`src/rtl/bira_alloc.sv`:
```
// Built-in redundancy allocator: collects BIST faults into a table, then assigns shared spare rows/cols.
// Optional on-the-fly must-repair during collection is enabled by defining BIRA_MUST_REPAIR_EN.
module bira_alloc #(
  parameter int SPARE_ROWS  = 2,
  parameter int SPARE_COLS  = 2,
  parameter int TABLE_DEPTH = 8
) (
  input  logic                    clk,
  input  logic                    rst,
  input  logic                    test,
  input  logic                    test_end,
  input  logic                    fault_detect,
  input  logic [1:0]              fault_bank,
  input  logic [9:0]              fault_row,
  input  logic [9:0]              fault_col,
  input  logic [7:0]              fault_col_flag,
  output logic                    repair_end,
  output logic                    repair_fail,
  output logic [SPARE_ROWS-1:0]   srow_valid,
  output logic [12*SPARE_ROWS-1:0] srow_addr,
  output logic [SPARE_COLS-1:0]   scol_valid,
  output logic [12*SPARE_COLS-1:0] scol_addr
);

  localparam int IDX_W = (TABLE_DEPTH > 1) ? $clog2(TABLE_DEPTH) : 1;
  localparam int SR_W  = (SPARE_ROWS  > 1) ? $clog2(SPARE_ROWS)  : 1;
  localparam int SC_W  = (SPARE_COLS  > 1) ? $clog2(SPARE_COLS)  : 1;

  typedef enum logic [2:0] {IDLE, COLLECT, DRAIN, FINAL, DONE} state_t;

  state_t             state, state_next;
  logic               drain_cnt;
  logic [IDX_W-1:0]   scan_idx;

  logic [TABLE_DEPTH-1:0] tbl_valid;
  logic [1:0]         tbl_bank [TABLE_DEPTH];
  logic [9:0]         tbl_row  [TABLE_DEPTH];
  logic [9:0]         tbl_col  [TABLE_DEPTH];

  // Per-bit fail positions carry no weight in word-granular allocation.
  logic unused_col_flag;
  assign unused_col_flag = ^fault_col_flag;

  // Lookup results for the incoming fault and for the entry under the FINAL scan pointer.
  logic               f_hit, f_dup, e_hit, tbl_full, has_free_row, has_free_col;
  logic [IDX_W-1:0]   free_idx;
  logic [SR_W-1:0]    free_row_idx;
  logic [SC_W-1:0]    free_col_idx;
  logic [1:0]         sel_bank;
  logic [9:0]         sel_row, sel_col;

  // NOTE: every always_comb output gets a default first so no path can infer a latch.
  always_comb begin
    f_hit        = 1'b0;
    e_hit        = 1'b0;
    f_dup        = 1'b0;
    sel_bank     = tbl_bank[scan_idx];
    sel_row      = tbl_row[scan_idx];
    sel_col      = tbl_col[scan_idx];
    free_idx     = '0;
    free_row_idx = '0;
    free_col_idx = '0;
    for (int i = 0; i < SPARE_ROWS; i++) begin
      if (srow_valid[i]) begin
        if (srow_addr[12*i +: 12] == {fault_bank, fault_row}) f_hit = 1'b1;
        if (srow_addr[12*i +: 12] == {sel_bank, sel_row})     e_hit = 1'b1;
      end
    end
    for (int i = 0; i < SPARE_COLS; i++) begin
      if (scol_valid[i]) begin
        if (scol_addr[12*i +: 12] == {fault_bank, fault_col}) f_hit = 1'b1;
        if (scol_addr[12*i +: 12] == {sel_bank, sel_col})     e_hit = 1'b1;
      end
    end
    for (int i = 0; i < TABLE_DEPTH; i++) begin
      if (tbl_valid[i] && tbl_bank[i] == fault_bank && tbl_row[i] == fault_row &&
          tbl_col[i] == fault_col)
        f_dup = 1'b1;
    end
    // Descending scans so the lowest free index wins.
    for (int i = TABLE_DEPTH-1; i >= 0; i--) if (!tbl_valid[i]) free_idx = IDX_W'(i);
    for (int i = SPARE_ROWS-1; i >= 0; i--) if (!srow_valid[i]) free_row_idx = SR_W'(i);
    for (int i = SPARE_COLS-1; i >= 0; i--) if (!scol_valid[i]) free_col_idx = SC_W'(i);
    tbl_full     = &tbl_valid;
    has_free_row = ~&srow_valid;
    has_free_col = ~&scol_valid;
  end

`ifdef BIRA_MUST_REPAIR_EN
  // Faults sharing the new fault's line (including itself) versus spares left on the other axis.
  int row_cnt, col_cnt, free_rows, free_cols;
  always_comb begin
    row_cnt   = 1;
    col_cnt   = 1;
    free_rows = 0;
    free_cols = 0;
    for (int i = 0; i < TABLE_DEPTH; i++) begin
      if (tbl_valid[i] && tbl_bank[i] == fault_bank && tbl_row[i] == fault_row) row_cnt++;
      if (tbl_valid[i] && tbl_bank[i] == fault_bank && tbl_col[i] == fault_col) col_cnt++;
    end
    for (int i = 0; i < SPARE_ROWS; i++) if (!srow_valid[i]) free_rows++;
    for (int i = 0; i < SPARE_COLS; i++) if (!scol_valid[i]) free_cols++;
  end
`endif

  logic       start, store, alloc_row, alloc_col, set_fail;
  logic [1:0] alloc_bank;
  logic [9:0] alloc_row_a, alloc_col_a;

  always_comb begin
    state_next  = state;
    start       = 1'b0;
    store       = 1'b0;
    alloc_row   = 1'b0;
    alloc_col   = 1'b0;
    set_fail    = 1'b0;
    alloc_bank  = fault_bank;
    alloc_row_a = fault_row;
    alloc_col_a = fault_col;
    case (state)
      IDLE: if (test) begin
        state_next = COLLECT;
        start      = 1'b1;
      end
      COLLECT, DRAIN: begin
        if (fault_detect && !f_hit && !f_dup) begin
`ifdef BIRA_MUST_REPAIR_EN
          if (row_cnt > free_cols) begin
            if (has_free_row) alloc_row = 1'b1;
            else              set_fail  = 1'b1;
          end else if (col_cnt > free_rows) begin
            if (has_free_col) alloc_col = 1'b1;
            else              set_fail  = 1'b1;
          end else if (tbl_full) set_fail = 1'b1;
          else                   store    = 1'b1;
`else
          if (tbl_full) set_fail = 1'b1;
          else          store    = 1'b1;
`endif
        end
        if (state == COLLECT) begin
          if (test_end) state_next = DRAIN;
        end else if (drain_cnt) begin
          state_next = FINAL;
        end
        if (set_fail) state_next = DONE;
      end
      FINAL: begin
        alloc_bank  = sel_bank;
        alloc_row_a = sel_row;
        alloc_col_a = sel_col;
        if (tbl_valid[scan_idx] && !e_hit) begin
          if (has_free_row)      alloc_row = 1'b1;
          else if (has_free_col) alloc_col = 1'b1;
          else                   set_fail  = 1'b1;
        end
        if (set_fail || scan_idx == IDX_W'(TABLE_DEPTH-1)) state_next = DONE;
      end
      DONE: if (!test) state_next = IDLE;
      default: state_next = IDLE;
    endcase
  end

  // NOTE: sequential state uses non-blocking assignments so every flop samples pre-edge values.
  always_ff @(posedge clk) begin
    if (rst) begin
      state     <= IDLE;
      drain_cnt <= 1'b0;
      scan_idx  <= '0;
    end else begin
      state     <= state_next;
      drain_cnt <= (state == DRAIN);
      scan_idx  <= (state == FINAL) ? scan_idx + IDX_W'(1) : '0;
    end
  end

  // NOTE: only table valid bits are reset; entry payload is don't-care while invalid.
  always_ff @(posedge clk) begin
    if (rst) begin
      tbl_valid   <= '0;
      srow_valid  <= '0;
      srow_addr   <= '0;
      scol_valid  <= '0;
      scol_addr   <= '0;
      repair_fail <= 1'b0;
    end else begin
      if (start) begin
        tbl_valid   <= '0;
        srow_valid  <= '0;
        srow_addr   <= '0;
        scol_valid  <= '0;
        scol_addr   <= '0;
        repair_fail <= 1'b0;
      end
      if (store) begin
        tbl_valid[free_idx] <= 1'b1;
        tbl_bank[free_idx]  <= fault_bank;
        tbl_row[free_idx]   <= fault_row;
        tbl_col[free_idx]   <= fault_col;
      end
      if (alloc_row) begin
        srow_valid[free_row_idx]          <= 1'b1;
        srow_addr[12*free_row_idx +: 12]  <= {alloc_bank, alloc_row_a};
      end
      if (alloc_col) begin
        scol_valid[free_col_idx]          <= 1'b1;
        scol_addr[12*free_col_idx +: 12]  <= {alloc_bank, alloc_col_a};
      end
      // A new spare retires every entry on its line in the same cycle.
      for (int i = 0; i < TABLE_DEPTH; i++) begin
        if ((alloc_row && tbl_bank[i] == alloc_bank && tbl_row[i] == alloc_row_a) ||
            (alloc_col && tbl_bank[i] == alloc_bank && tbl_col[i] == alloc_col_a))
          tbl_valid[i] <= 1'b0;
      end
      if (set_fail) repair_fail <= 1'b1;
    end
  end

  assign repair_end = (state == DONE);

endmodule

```
`config.mk`:
```
export PLATFORM = sky130hd
export DESIGN_NAME = bira_alloc
export DESIGN_NICKNAME = d
export VERILOG_FILES = /design/src/rtl/bira_alloc.sv
export SDC_FILE = /design/constraint.sdc
export NUM_CORES = 1
export LEC_CHECK = 0
export ABC_CLOCK_PERIOD_IN_PS = 4400
export CELL_PAD_IN_SITES_DETAIL_PLACEMENT = 0
export CELL_PAD_IN_SITES_GLOBAL_PLACEMENT = 2
export CORE_ASPECT_RATIO = 0.5
export CORE_UTILIZATION = 41
export DETAILED_ROUTE_END_ITERATION = 12
export GPL_ROUTABILITY_DRIVEN = 1
export GPL_TIMING_DRIVEN = 0
export HOLD_SLACK_MARGIN = 0.06
export PLACE_DENSITY_LB_ADDON = 0.1
export SYNTH_ARGS = -nofsm -noshare
export SYNTH_HDL_FRONTEND = slang
export SYNTH_SLANG_ARGS = --single-unit
```
`constraint.sdc`:
```
create_clock -name clk -period 4.4 [get_ports clk]
set_clock_uncertainty 0.1 [all_clocks]
set_input_delay 0.44 -clock clk [delete_from_list [all_inputs] [get_ports clk]]
set_output_delay 0.44 -clock clk [all_outputs]
set_load 0.05 [all_outputs]
```
* Word-level counts from Yosys, hierarchy flattened
Memory sizes are Yosys's and may differ from the RTL's. A register that Yosys moved wholly into a read port is not among the register bits. Index checks and enable logic that the tools add are counted.
Cells by class: $add $sub $neg 3, $mul 2, magnitude comparators 7, eq/ne operators 66, shift-type cells 4, muxes and demuxes 100, bitwise logic cells 4, reductions and logical operators 90
Operators by type and width (count):
- 10-bit == test | 32
- 24-bit two-way mux | 6
- 12-bit == test | 8
- 5-bit negator with 34-bit output | 2
- 12-bit by 34-bit variable shift with 24-bit output, first input constant | 2
- 12-bit by 34-bit variable part select with 24-bit output | 2
- 1-bit logical AND | 62
- 1-bit two-way mux | 56
- 3-bit two-way mux | 18
- 24-bit bitwise mux | 2
- 2-bit == test | 16
- 8-bit two-way mux | 3
- 10-bit two-way mux | 2
- 2-bit OR reduction | 10
- 2-bit two-way mux | 7
- 3-bit one-hot mux with 4 select lines | 1
- 1-bit logical OR | 9
- 3-bit by 4-bit < comparator with 1-bit output, second input constant | 2
- 4-bit inequality test, second input constant | 2
- 8-bit OR | 1
- 8-bit AND reduction | 1
- 3-bit by 2-bit == test with 1-bit output, second input constant | 2
- 3-bit == test, second input constant | 2
- 2-bit by 1-bit multiplier with 3-bit output, first input constant | 2
- other kinds (17) | 26
Word-level totals: register bits after elaboration 68, memory bits (writable) 176, input bits 35, output and inout port bits 54, logic and storage cells 295, memories 3
Memories:
- tbl_col | words 8, width 10, rd ports 9, clocked after memory_dff 1, write ports 1, line 38 | logic [9:0] tbl_col [TABLE_DEPTH];
- tbl_row | words 8, width 10, rd ports 9, clocked after memory_dff 1, write ports 1, line 37 | logic [9:0] tbl_row [TABLE_DEPTH];
- tbl_bank | words 8, width 2, rd ports 9, clocked after memory_dff 1, write ports 1, line 36 | logic [1:0] tbl_bank [TABLE_DEPTH];

* Depth between registers and ports, before layout
Gate-level depths: netlist of the first run. An unclocked memory read counts as a cell.
word-level depth 20, depth in mapped cells 16, gate-level depth less buffers 9

* Least setup slack after synthesis of the first run
OpenSTA, ideal clock, no wires.
path type input to register, from input fault_bank[0], to memory tbl_bank[0][0], enable pin, arrival 3248 ps, required time 3899 ps, slack 651 ps, cell stages on the path 10, buffers on the path 2, cell sequence clkbuf_1 buf_2 xnor2_1 nand4_1 nor4_1 a22oi_1 o311ai_0 nor4_1 nand2_1 nor2_1
On the way: word-level cells in the longest chain between the ends 19, elaborated cells on any way between the ends 61, those cells by class eq/ne: 12; mux: 21; reduce/logical: 28
RTL lines:
- start, declared | line 13 | input logic [1:0] fault_bank,
- 2-bit == test | line 76 | if (tbl_valid[i] && tbl_bank[i] == fault_bank && tbl_row[i] == fault_row &&
- 1-bit logical AND (3 in a row) | line 76
- 1-bit two-way mux (8 in a row) | line 76
- 1-bit zero test | line 126 | if (fault_detect && !f_hit && !f_dup) begin
- 1-bit logical AND * | line 126
- 1-bit two-way mux * | line 126
- 1-bit two-way mux * | line 120 | case (state)
- 1-bit two-way mux * | line 195 | if (store) begin
- 1-bit two-way mux * | line 179 | if (rst) begin
- 1-bit two-way mux (not written as such) * | line 197 | tbl_bank[free_idx] <= fault_bank;
- end, declared | line 36
Every way passes the cells marked *; elsewhere a longest branch is shown, timed or not.

* Worst setup path after layout of the first run
from register state[2], to register tbl_valid[5]
On the way: word-level cells in the longest chain between the ends 7, elaborated cells on any way between the ends 25, those cells by class eq/ne: 6; mux: 10; bitwise: 1; reduce/logical: 8
RTL lines:
- start, declared | line 31 | state_t state, state_next;
- start signal, assigned | line 171 | state <= state_next;
- parallel branches: the longest is 7 deep, another holds 10-bit two-way mux
- end signal, assigned | line 188 | tbl_valid <= '0;
- end signal, assigned by index | line 196 | tbl_valid[free_idx] <= 1'b1;
- end signal, assigned by index | line 213 | tbl_valid[i] <= 1'b0;
- end, declared | line 35 | logic [TABLE_DEPTH-1:0] tbl_valid;
Several ways; the timed one is not identified. The select of a mux whose other input is x is not followed. A chain may end at the register's enable or synchronous reset.

==> key figures, run 1 <==
Power
  – Worst vdd ir: 0.0003048 V
  – Power Dens Cells: 359.6 nW/um^2
  – Pleak: 5.901 nW
  – Power after layout: 6.540 mW

Final layout
  – Seq. cell area: 6646 sq um
  – Fraction of layout cells with a size suffix above 1: 16.80%
  – Multi-input gate area: 8735 sq um
  – Most common cell after layout, fill and taps aside: xnor2_1
  – Nets@finish: 1542
  – Commonest non-fill, non-tap cells in the layout: xnor2_1 (307), edfxtp_1 (176), xor2_1 (131), clkdlybuf4s50_1 (80), dfxtp_1 (68)
  – Fillcell total: 3397
  – Fin area: 18180 sq um
  – N_diodes: 0
  – Area Growth Syn to Fin: 16.90%
  – Final cell count without fillers: 2018

Global routing
  – GRT met1 Usage: 53.73%
  – GRT Total Usage: 35.27%
  – Grt met2 use: 46.37%
  – Vias in the first global route: 11696
  – GR met3 Demand/Resource: 13.99%
  – Initial antenna violation count: 1
  – Top Usage Layer GRT: met1
  – Largest net degree at the start of global routing: 24
  – Global-route wire length before repair: 94170 um
  – Final global-route overflow total: 0

Floorplan
  – Die height: 139.7 um
  – Rows: 50
  – Core ar.: 37410 sq um
  – Width of the die: 277.5 um
  – Ports: 89
  – Initial Util: 41.58%
  – DIE AREA: 38770 sq um

STA
  – Final hold violations: 0
  – Minimum clock period: 4360 ps
  – Slew margin rel.: 12.64%
  – Peak Freq: 229.3 MHz
  – Setup violators final: 0
  – Pins Over Slew Limit: 0
  – Final Cycle Share: 99.10%
  – Worst slew pin tran: 1310 ps

Synthesis
  – Unique masters post-synth: 67
  – Syn_area_per_cell: 11.23 sq um
  – Ys flop type: edfxtp_1
  – Main combinational cell family by area after synthesis: XOR/XNOR gates
  – Compound-Gate Fraction of Synth Area: 5.019%
  – Mux contribution to synthesized area: 10.87%
  – Post-Syn Nets: 1422
  – Adder-Cell Fraction of Synth Area: 0.2252%
  – Mapped Cells: 1385
  – Area share of xor/xnor cells in the synthesized design: 24.72%
  – EDFF count, synth: 176
  – Post-synthesis register bit count: 244
  – Async SR Flop Fraction: 0%
  – Cell area after synthesis: 15550 sq um
  – Synth warn: 0
  – Post-Synth Simple-Gate Area: 13.27%
  – Part of the Yosys area used for sequential elements: 42.73%

Placed design
  – GP Congestion: 0.9611
  – Placed cells: 1960
  – Port bufs: 80
  – Post-detail-place hpwl: 53570 um
  – Post-DP Area: 17010 sq um

Critical path
  – Worst setup path category: register to register
  – Worst path depth: 11
  – WP buf/inv: 3
  – Slowest cell on the critical path: nor4_2
  – Worst-path cell chain: nand3b_1 > buf_2 > buf_1 > clkbuf_2 > nand2_1 > o31ai_4 > xor2_1 > nor4_2 > nand4_1 > o32ai_1 > a41oi_1
  – Crit path launch type: register
  – CP top delay family: buffers and inverters
  – Crit path DAT: 4650 ps
  – Crit. End Element: register
  – CP max FO: 10
  – CP required: 4690 ps
  – Worst r2r path cells: 11
  – Slowest cell delay on critical path: 720 ps

Drt
  – Wirelength, routed: 69370 um
  – Iter 0 DRT Violations: 1514
  – Antenna viol nets, final: 0
  – DR DRC count: 0
  – WL/cell: 34.37 um
  – Via-to-Cell Ratio: 6.184
  – Drt first pass iters: 5
  – Vias: 12480

Hold path
  – HP Class: register to register
  – Worst Hold Depth: 2

Clock network
  – H-tree Lvls: 1
  – Clk slew on worst S/H paths: 70 ps
  – Clk Tree Root Cell: clkbuf_16
  – Skew-Pair Late Insertion Delay: 580 ps
  – Clock sinks: 244
  – CTS max path bufs: 3
  – CTS tree: yes
  – Num CTS Buffers: 25

Flow run
  – Maxcap violations: 0

Run status
  – Outcome: finished clean
[where the power goes]
group          internal, mW  leakage, nW  switching, mW  total [mW]
registers              2.52         2.13         0.0626        2.59
clock network          1.09        0.361           1.00        2.09
logic                 0.640         3.41           1.23        1.87
total                  4.25         5.90           2.29        6.54
[metrics by stage]
step | worst slack (ps) | setup TNS, ps | hold slack, ps | util (%)
global route | -17.55 | -153.4 | 468.1 | 48.61
global placement | -2567 | -310200 | 418.5 | 45.37
floorplan | 651.3 | 0 | 425.8 | -
detailed placement | -1236 | -196270 | 433.3 | 45.47
CTS | -27.88 | -141.0 | 443.0 | 47.78
finish | 39.71 | 0 | 439.9 | 48.61
[logic make-up (layout without fill, tap and decap cells)]
kind of cell / count (synthesis) / count (layout)
XOR/XNOR: 439 / 439
AND/OR/NAND/NOR: 373 / 373
flip-flops: 244 / 244
multiplexers: 134 / 134
AO/OA/AOI/OAI: 105 / 105
buffers and inverters: 87 / 226
adder cells (fa/ha/maj): 3 / 3
[final timing paths]
| path | startpoint | slack [ps] | endpoint |
|---|---|---|---|
| worst min-delay path | scol_addr[22] | 440 | scol_addr[22] |
| worst max-delay path | state[2] | 40 | tbl_valid[5] |
| worst min register to register | scol_addr[22] | 440 | scol_addr[22] |
| worst max register to register | state[2] | 40 | tbl_valid[5] |
[registers in the layout (all words and copies together) (netlist names)]
signal,flops
tbl_col,80
repair_fail,1
scan_idx,3
scol_valid,2
scol_addr,24
tbl_valid,8
srow_addr,24
tbl_bank,16
srow_valid,2
state,3
tbl_row,80
drain_cnt,1
[routing by layer]
layer / vias to the layer above / share of wire [%]
met4: 0 / 1.5
li1: 5278 / -
met2: 737 / 38
met3: 70 / 14
met1: 6395 / 46
met5: - / 0
[synth_stat cells (9+ instances only)]
library cell	n	area share (%)
o21ai_0	13	0.42
o21a_1	9	0.43
and3_1	50	2.0
nand2_1	56	1.4
a21oi_1	13	0.42
mux2i_1	44	2.8
nor3_1	29	0.93
buf_2	36	1.2
nor2_1	46	1.1
mux2_2	57	4.1
mux2_4	13	1.3
xor2_1	131	7.4
nand3_1	32	1.0
mux4_2	15	2.2
or3_1	10	0.40
xnor2_1	308	17
and2_1	9	0.36
nand4_1	65	2.6
edfxtp_1	176	34
a22oi_1	15	0.72
clkbuf_1	27	0.65
nor4_1	45	1.8
dfxtp_1	68	8.8
o22ai_1	16	0.64
[worst reg2reg max path, stage by stage (launching register included)]
cell	delay, ps
dfxtp_1	480
nand3b_1	220
buf_2	280
buf_1	660
clkbuf_2	470
nand2_1	160
o31ai_4	230
xor2_1	210
nor4_2	720
nand4_1	180
o32ai_1	400
a41oi_1	90
[area by class of cell]
class | instances | share of cell area (%)
Timing Repair Buffer | 97 | 5.243
Multi-Input combinational cell | 1054 | 48.04
Buffer | 76 | 2.546
Sequential cell | 244 | 36.55
Clock inverter | 11 | 0.3234
Inverter | 7 | 0.1445
Tap cell | 494 | 3.399
Clock buffer | 35 | 3.757
[timing repair]
| action | CTS | global route |
|---|---|---|
| hold buffers | 0 | 0 |
| pin swaps | 1 | 4 |
| setup endpoints to repair | 222 | 198 |
| buffers inserted | 2 | 14 |
| resized for setup | 27 | 35 |
| cloned | 0 | 0 |
(Power assumes the default switching activity.)
==> run 2, diff against run 1 <==
Settings changed: SETUP_SLACK_MARGIN set to 0.1.
==> run 2 against run 1 <==
  * Final cell count is 0.20% higher
  * Die area is the same
  * Global-route usage is 0.088 points higher
  * Hold slack about the same
  * Sequential share of layout area fell by 0.16 points
  * Core utilization grew 0.22 points
  * Non-clock buffer count down 2
  * Fmax grew 1.8%
  * Worst setup slack gained 77 ps
  * Clock-buffer cell count unchanged
  * Sequential power barely moved
  * Combinational power barely moved
  * Critical path type unchanged
  * Largest cell class unchanged
==> key figures, run 2 (same netlist as run 1, synthesis figures left out) <==
Run status
  – Outcome: finished clean

Global routing
  – Global-route wire length before repair: 94520 um (+0.37%)
  – Initial antenna violation count: 4 (+3)
  – Final global-route overflow total: 0 (unchanged)
  – Largest net degree at the start of global routing: 24 (unchanged)
  – Vias in the first global route: 11693 (-0.026%)
  – GRT Total Usage: 35.36% (+0.088 points)

Power
  – Pleak: 5.907 nW (about the same)
  – Power after layout: 6.543 mW (about the same)
  – Worst vdd ir: 0.0003041 V (-0.24%)
  – Power Dens Cells: 358.2 nW/um^2 (-0.40%)

Drt
  – WL/cell: 34.29 um (-0.26%)
  – Iter 0 DRT Violations: 1509 (-0.33%)
  – Wirelength, routed: 69330 um (about the same)
  – Antenna viol nets, final: 0 (unchanged)
  – Vias: 12446 (-0.27%)
  – DR DRC count: 0 (unchanged)
  – Via-to-Cell Ratio: 6.155 (-0.47%)
  – Drt first pass iters: 5 (unchanged)

Critical path
  – Slowest cell delay on critical path: 530 ps (-190 ps)
  – Crit-path most repeated cell: buf_12
  – CP Launch Point: scan_idx[0]
  – Reg-to-Reg Start: scan_idx[0]
  – CP top delay family: simple AND/OR/NAND/NOR gates
  – CP required: 4730 ps (+40 ps)
  – WP buf/inv: 6 (+3)
  – Crit path DAT: 4610 ps (-40 ps)
  – Worst-path cell chain: buf_6 > buf_12 > buf_12 > buf_12 > buf_8 > mux2i_1 > a22oi_1 > nand2_1 > o21a_1 > buf_2 > xor2_1 > nand4_1 > or4_1 > nor4_1 > a211oi_1
  – Worst setup path category: register to register
  – Slowest cell on the critical path: or4_1
  – R2R Setup Slk: 120 ps (+80 ps)
  – Crit. End Element: register
  – CP max FO: 10 (unchanged)
  – Crit path launch type: register

Clock network
  – H-tree Lvls: 1 (unchanged)
  – Clk Tree Root Cell: clkbuf_16
  – Skew-Pair Late Insertion Delay: 570 ps (about the same)
  – Hold Buf Count CTS: 0 (unchanged)
  – Clock sinks: 244 (unchanged)
  – Num CTS Buffers: 25 (unchanged)
  – Clk slew on worst S/H paths: 70 ps (about the same)
  – CTS max path bufs: 3 (unchanged)
  – CTS tree: yes

Final layout
  – Fraction of layout cells with a size suffix above 1: 17.21% (+0.42 points)
  – Nets@finish: 1540 (-0.13%)
  – Most common cell after layout, fill and taps aside: xnor2_1
  – Commonest non-fill, non-tap cells in the layout: xnor2_1 (305), edfxtp_1 (176), xor2_1 (131), clkdlybuf4s50_1 (80), dfxtp_1 (68)
  – Fillcell total: 3394 (-0.088%)
  – Top Registers: tbl_col: 80 flops, tbl_row: 80 flops
  – Area Growth Syn to Fin: 17.42%

Floorplan
  – Width of the die: 277.5 um (unchanged)
  – DIE AREA: 38770 sq um (unchanged)
  – Ports: 89 (unchanged)
  – Initial Util: 41.58% (unchanged)
  – Core ar.: 37410 sq um (unchanged)
  – Die height: 139.7 um (unchanged)
  – Rows: 50 (unchanged)

Flow run
  – Maxcap violations: 0 (unchanged)

STA
  – WHS: 440.0 ps (+0.04500 ps)
  – Final setup margin: 116.5 ps (+76.75 ps)
  – RSZ-0062 raised after global routing: true
  – Slew margin rel.: 12.09% (-0.54 points)
  – Worst slew pin tran: 1319 ps (+8.160 ps)
  – Final hold violations: 0 (unchanged)
  – Setup violators final: 0 (unchanged)
  – Minimum clock period: 4284 ps (-76.75 ps)
  – Final Cycle Share: 97.35% (-1.7 points)
  – Pins Over Slew Limit: 0 (unchanged)
  – Peak Freq: 233.5 MHz (+1.8%)

Placed design
  – GP Congestion: 0.9611 (unchanged)
  – Pre-CTS setup slack: -1236 ps (unchanged)
  – Post-detail-place hpwl: 53570 um (unchanged)
  – Port bufs: 80 (unchanged)

Hold path
  – HP Class: register to register
  – Hold Startpoint: scol_addr[22]
## run 2: repair_timing
action                                  in CTS  in global routing
setup buffers                                2                 10
pin swaps                                    1                  5
endpoints found under the setup margin     232                198
resized for setup                           49                 37
## run 2: where the power goes
group | total, mW | switching [mW] | internal (mW)
logic | 1.87 | 1.23 | 0.633
clock network | 2.09 | 1.01 | 1.09
registers | 2.59 | 0.0627 | 2.52
## run 2: worst paths after layout
| kind | endpoint | cells past startpoint |
|---|---|---|
| setup / recovery | tbl_valid[2] | 15 |
| hold reg to reg | scol_addr[22] | 2 |
| setup reg to reg | tbl_valid[2] | 15 |
| hold / removal | scol_addr[22] | 2 |
## run 2: layout make-up
| cell class | count | area, sq um | share of cell area (%) |
|---|---|---|---|
| clock inverters | 11 | 58.81 | 0.3220 |
| repair buffers | 93 | 910.9 | 4.987 |
| multi-input cells | 1054 | 8815 | 48.26 |
| clock buffers | 35 | 683.2 | 3.740 |
| well taps | 494 | 618.1 | 3.384 |
| inverters | 7 | 26.28 | 0.1439 |
| diodes | 6 | 15.01 | 0.08220 |
| plain buffers | 78 | 491.7 | 2.692 |
| flip-flops and latches | 244 | 6646 | 36.39 |
## run 2: worst min-delay path: stages (launching register included)
cell	delay, ps
dfxtp_1	360
nand2_1	70
mux2i_1	60
## run 2: layer usage
| metal | part of all wire [%] | global-route usage [%] |
|---|---|---|
| met2 | 38 | 46.30 |
| met1 | 46 | 54.36 |
| met3 | 14 | 12.96 |
| met4 | 1.5 | 5.877 |
| met5 | 0.24 | 2.686 |
## run 2: metrics by stage
| stage | utilization, % | area (sq um) | setup TNS, ps | cells |
|---|---|---|---|---|
| global placement | 45.37 | 16970 | -310200 | 1959 |
| floorplan | - | 15550 | 0 | 1385 |
| finish | 48.82 | 18270 | 0 | 2022 |
| detailed placement | 45.47 | 17010 | -196270 | 1960 |
| CTS | 48.13 | 18010 | 0 | 2007 |
| global route | 48.78 | 18250 | 0 | 2016 |
==> run 3, diff against run 2 <==
--- a/config.mk
+++ b/config.mk
@@ -6,5 +6,4 @@
 export NUM_CORES = 1
 export LEC_CHECK = 0
-export ABC_CLOCK_PERIOD_IN_PS = 4400
 export CELL_PAD_IN_SITES_DETAIL_PLACEMENT = 0
 export CELL_PAD_IN_SITES_GLOBAL_PLACEMENT = 2
@@ -17,4 +16,5 @@
 export PLACE_DENSITY_LB_ADDON = 0.1
 export SETUP_SLACK_MARGIN = 0.1
+export SLEW_MARGIN = 20
 export SYNTH_ARGS = -nofsm -noshare
 export SYNTH_HDL_FRONTEND = slang
==> constraint.sdc (replaced) <==
create_clock -name clk -period 4.4 [get_ports clk]
set_clock_uncertainty 0.1 [all_clocks]
set_input_delay 0.44 -clock clk [delete_from_list [all_inputs] [get_ports clk]]
set_output_delay 0.44 -clock clk [all_outputs]
set_load 0.02 [all_outputs]
==> run 3 against run 2 <==
  * Die area is the same
  * Core utilization grew 0.097 points
  * Critical path type unchanged
  * Non-clock buffer count grew 2
  * Worst setup slack lost 16 ps
  * Largest power group unchanged
  * Highest routed layer unchanged
  * Critical path depth shrank 1
  * Routed wire length shrank 0.40%
  * Hold slack gained 3.5 ps
  * Clock-buffer cell count shrank 6
  * Final cell count shrank 0.35%
==> key figures, run 3 (same netlist as run 1, synthesis figures left out) <==
Drt
  – Drt first pass iters: 7 (+2)
  – DR DRC count: 0 (unchanged)
  – Via-to-Cell Ratio: 6.183 (+0.44%)
  – Vias: 12458 (+0.096%)
  – Antenna viol nets, final: 0 (unchanged)
  – Wirelength, routed: 69050 um (-0.40%)
  – WL/cell: 34.27 um (about the same)
  – Iter 0 DRT Violations: 1699 (+13%)

Global routing
  – GRT Total Usage: 35.20% (-0.16 points)
  – GR met3 Demand/Resource: 11.94% (-1.0 points)
  – Vias in the first global route: 11724 (+0.27%)
  – GRT met1 Usage: 54.61% (+0.25 points)
  – Grt met2 use: 46.23% (-0.066 points)
  – Initial antenna violation count: 3 (-1)
  – Global-route wire length before repair: 94020 um (-0.53%)
  – Final global-route overflow total: 0 (unchanged)
  – Largest net degree at the start of global routing: 22 (-8.3%)
  – Top Usage Layer GRT: met1

Flow run
  – Maxcap violations: 0 (unchanged)

Floorplan
  – Ports: 89 (unchanged)
  – Width of the die: 277.5 um (unchanged)
  – Core ar.: 37410 sq um (unchanged)
  – Initial Util: 41.58% (unchanged)
  – DIE AREA: 38770 sq um (unchanged)
  – Die height: 139.7 um (unchanged)
  – Rows: 50 (unchanged)

Clock network
  – Clk Tree Root Cell: clkbuf_16
  – Hold Buf Count CTS: 0 (unchanged)
  – Skew-Pair Late Insertion Delay: 570 ps (about the same)
  – Clk slew on worst S/H paths: 80 ps (about the same)
  – CTS tree: yes
  – Num CTS Buffers: 25 (unchanged)
  – CTS max path bufs: 3 (unchanged)
  – H-tree Lvls: 1 (unchanged)
  – Clock sinks: 244 (unchanged)

STA
  – Slew margin rel.: 19.83% (+7.7 points)
  – RSZ-0062 raised after global routing: true
  – Setup TNS: 0 ps (unchanged)
  – Final hold violations: 0 (unchanged)
  – Minimum clock period: 4300 ps (+16.03 ps)
  – Peak Freq: 232.6 MHz (-0.37%)
  – Final Cycle Share: 97.72% (+0.36 points)
  – Setup violators final: 0 (unchanged)
  – Pins Over Slew Limit: 0 (unchanged)
  – Worst slew pin tran: 1192 ps (-127.0 ps)

Critical path
  – Worst setup path category: register to register
  – Crit path DAT: 4620 ps (about the same)
  – Crit. End Element: register
  – CP required: 4720 ps (about the same)
  – Crit path launch type: register
  – Reg-to-reg endpoint: tbl_valid[1]
  – CP max FO: 10 (unchanged)
  – Reg-to-Reg Start: scan_idx[0]
  – Worst r2r path cells: 14 (-1)
  – R2R Setup Slk: 100 ps (-20 ps)

Final layout
  – Nets@finish: 1542 (+0.13%)
  – Commonest non-fill, non-tap cells in the layout: xnor2_1 (306), edfxtp_1 (176), xor2_1 (131), clkdlybuf4s50_1 (80), dfxtp_1 (68)
  – Top Registers: tbl_col: 80 flops, tbl_row: 80 flops
  – Area Growth Syn to Fin: 17.66%
  – Fraction of layout cells with a size suffix above 1: 17.43% (+0.22 points)
  – Final core occ: 48.92% (+0.097 points)
  – Fillcell total: 3371 (-0.68%)
  – Most common cell after layout, fill and taps aside: xnor2_1
  – Final cell count without fillers: 2015 (-0.35%)
  – Fin area: 18300 sq um (+0.20%)

Hold path
  – Worst Hold Depth: 2 (unchanged)
  – HP Class: register to register
  – Hold Startpoint: srow_addr[0]
  – Hold Path End: srow_addr[0]

Placed design
  – Placed cells: 1967 (+0.36%)
  – GP Congestion: 0.9611 (unchanged)
  – Post-detail-place hpwl: 54470 um (+1.7%)
  – Port bufs: 80 (unchanged)
  – Post-DP Area: 17190 sq um (+1.1%)

Run status
  – Outcome: finished clean

Power
  – Pleak: 5.951 nW (+0.75%)
  – Worst vdd ir: 0.0003019 V (-0.72%)
  – Power Dens Cells: 353.8 nW/um^2 (-1.2%)
  – Power after layout: 6.475 mW (-1.0%)
run 3: cell count changes in the layout (fill, tap and decap cells not counted), moves of 4 or more:
cell / change
and3_2: +7
and3_4: -7
buf_12: +7
buf_4: -4
clkbuf_1: -5
diode_2: -5
run 3: worst max-delay path by stage:
stage,start,end,slack [ps],depth (start not counted)
floorplan,fault_bank[0],tbl_bank[0][0],650,10
global placement,fault_bank[1],tbl_col[0][2],-2570,11
detailed placement,scan_idx[2],tbl_valid[1],-1100,12
CTS,scan_idx[0],tbl_valid[1],80,14
global route,scan_idx[2],srow_addr[19],90,13
finish,scan_idx[0],tbl_valid[1],100,14
run 3: metrics by stage:
step                      setup WS, ps  hold WS [ps]
after CTS                        75.39         441.5
after global placement           -2567         418.5
after global routing             89.29         461.0
final                            100.4         443.5
after detailed placement         -1103         430.2
after floorplan                  651.3         425.8
run 3: layout make-up:
cell class | count | area (sq um) | share of cell area [%]
Antenna cell | 1 | 2.502 | 0.01367
Buffer | 78 | 489.2 | 2.673
Clock buffer | 29 | 650.6 | 3.555
Clock inverter | 13 | 81.33 | 0.4444
Inverter | 7 | 26.28 | 0.1436
Multi-Input combinational cell | 1054 | 8753 | 47.83
Sequential cell | 244 | 6646 | 36.32
Tap cell | 494 | 618.1 | 3.377
Timing Repair Buffer | 95 | 1033 | 5.647
run 3: repair_timing:
item	in CTS	in global routing
resized for setup	39	30
pin swaps	0	6
setup buffers	0	7
endpoints found under the setup margin	216	86
run 3: layer usage:
metal / vias to the layer above / part of all wire (%)
li1: 5268 / -
met1: 6347 / 46
met2: 757 / 38
met3: 82 / 14
met4: 4 / 1.9
met5: - / 0.039
run 3: where the power goes:
group / internal (mW) / switching, mW / total [mW]
sequential: 2.52 / 0.0623 / 2.59
combinational: 0.623 / 1.22 / 1.85
clock: 1.06 / 0.982 / 2.04
total: 4.21 / 2.27 / 6.48
run 3: critical path, cell delays in order (launching register included):
cell      delay [ps]
dfxtp_1          380
buf_6            210
buf_12           200
buf_12           180
buf_6            230
mux2_2           370
o22ai_2          350
o31a_1           190
clkbuf_4         280
xor2_1           200
nand4_1          200
nor4_4           470
nand3_1          240
o311ai_1         430
a41oi_1           80
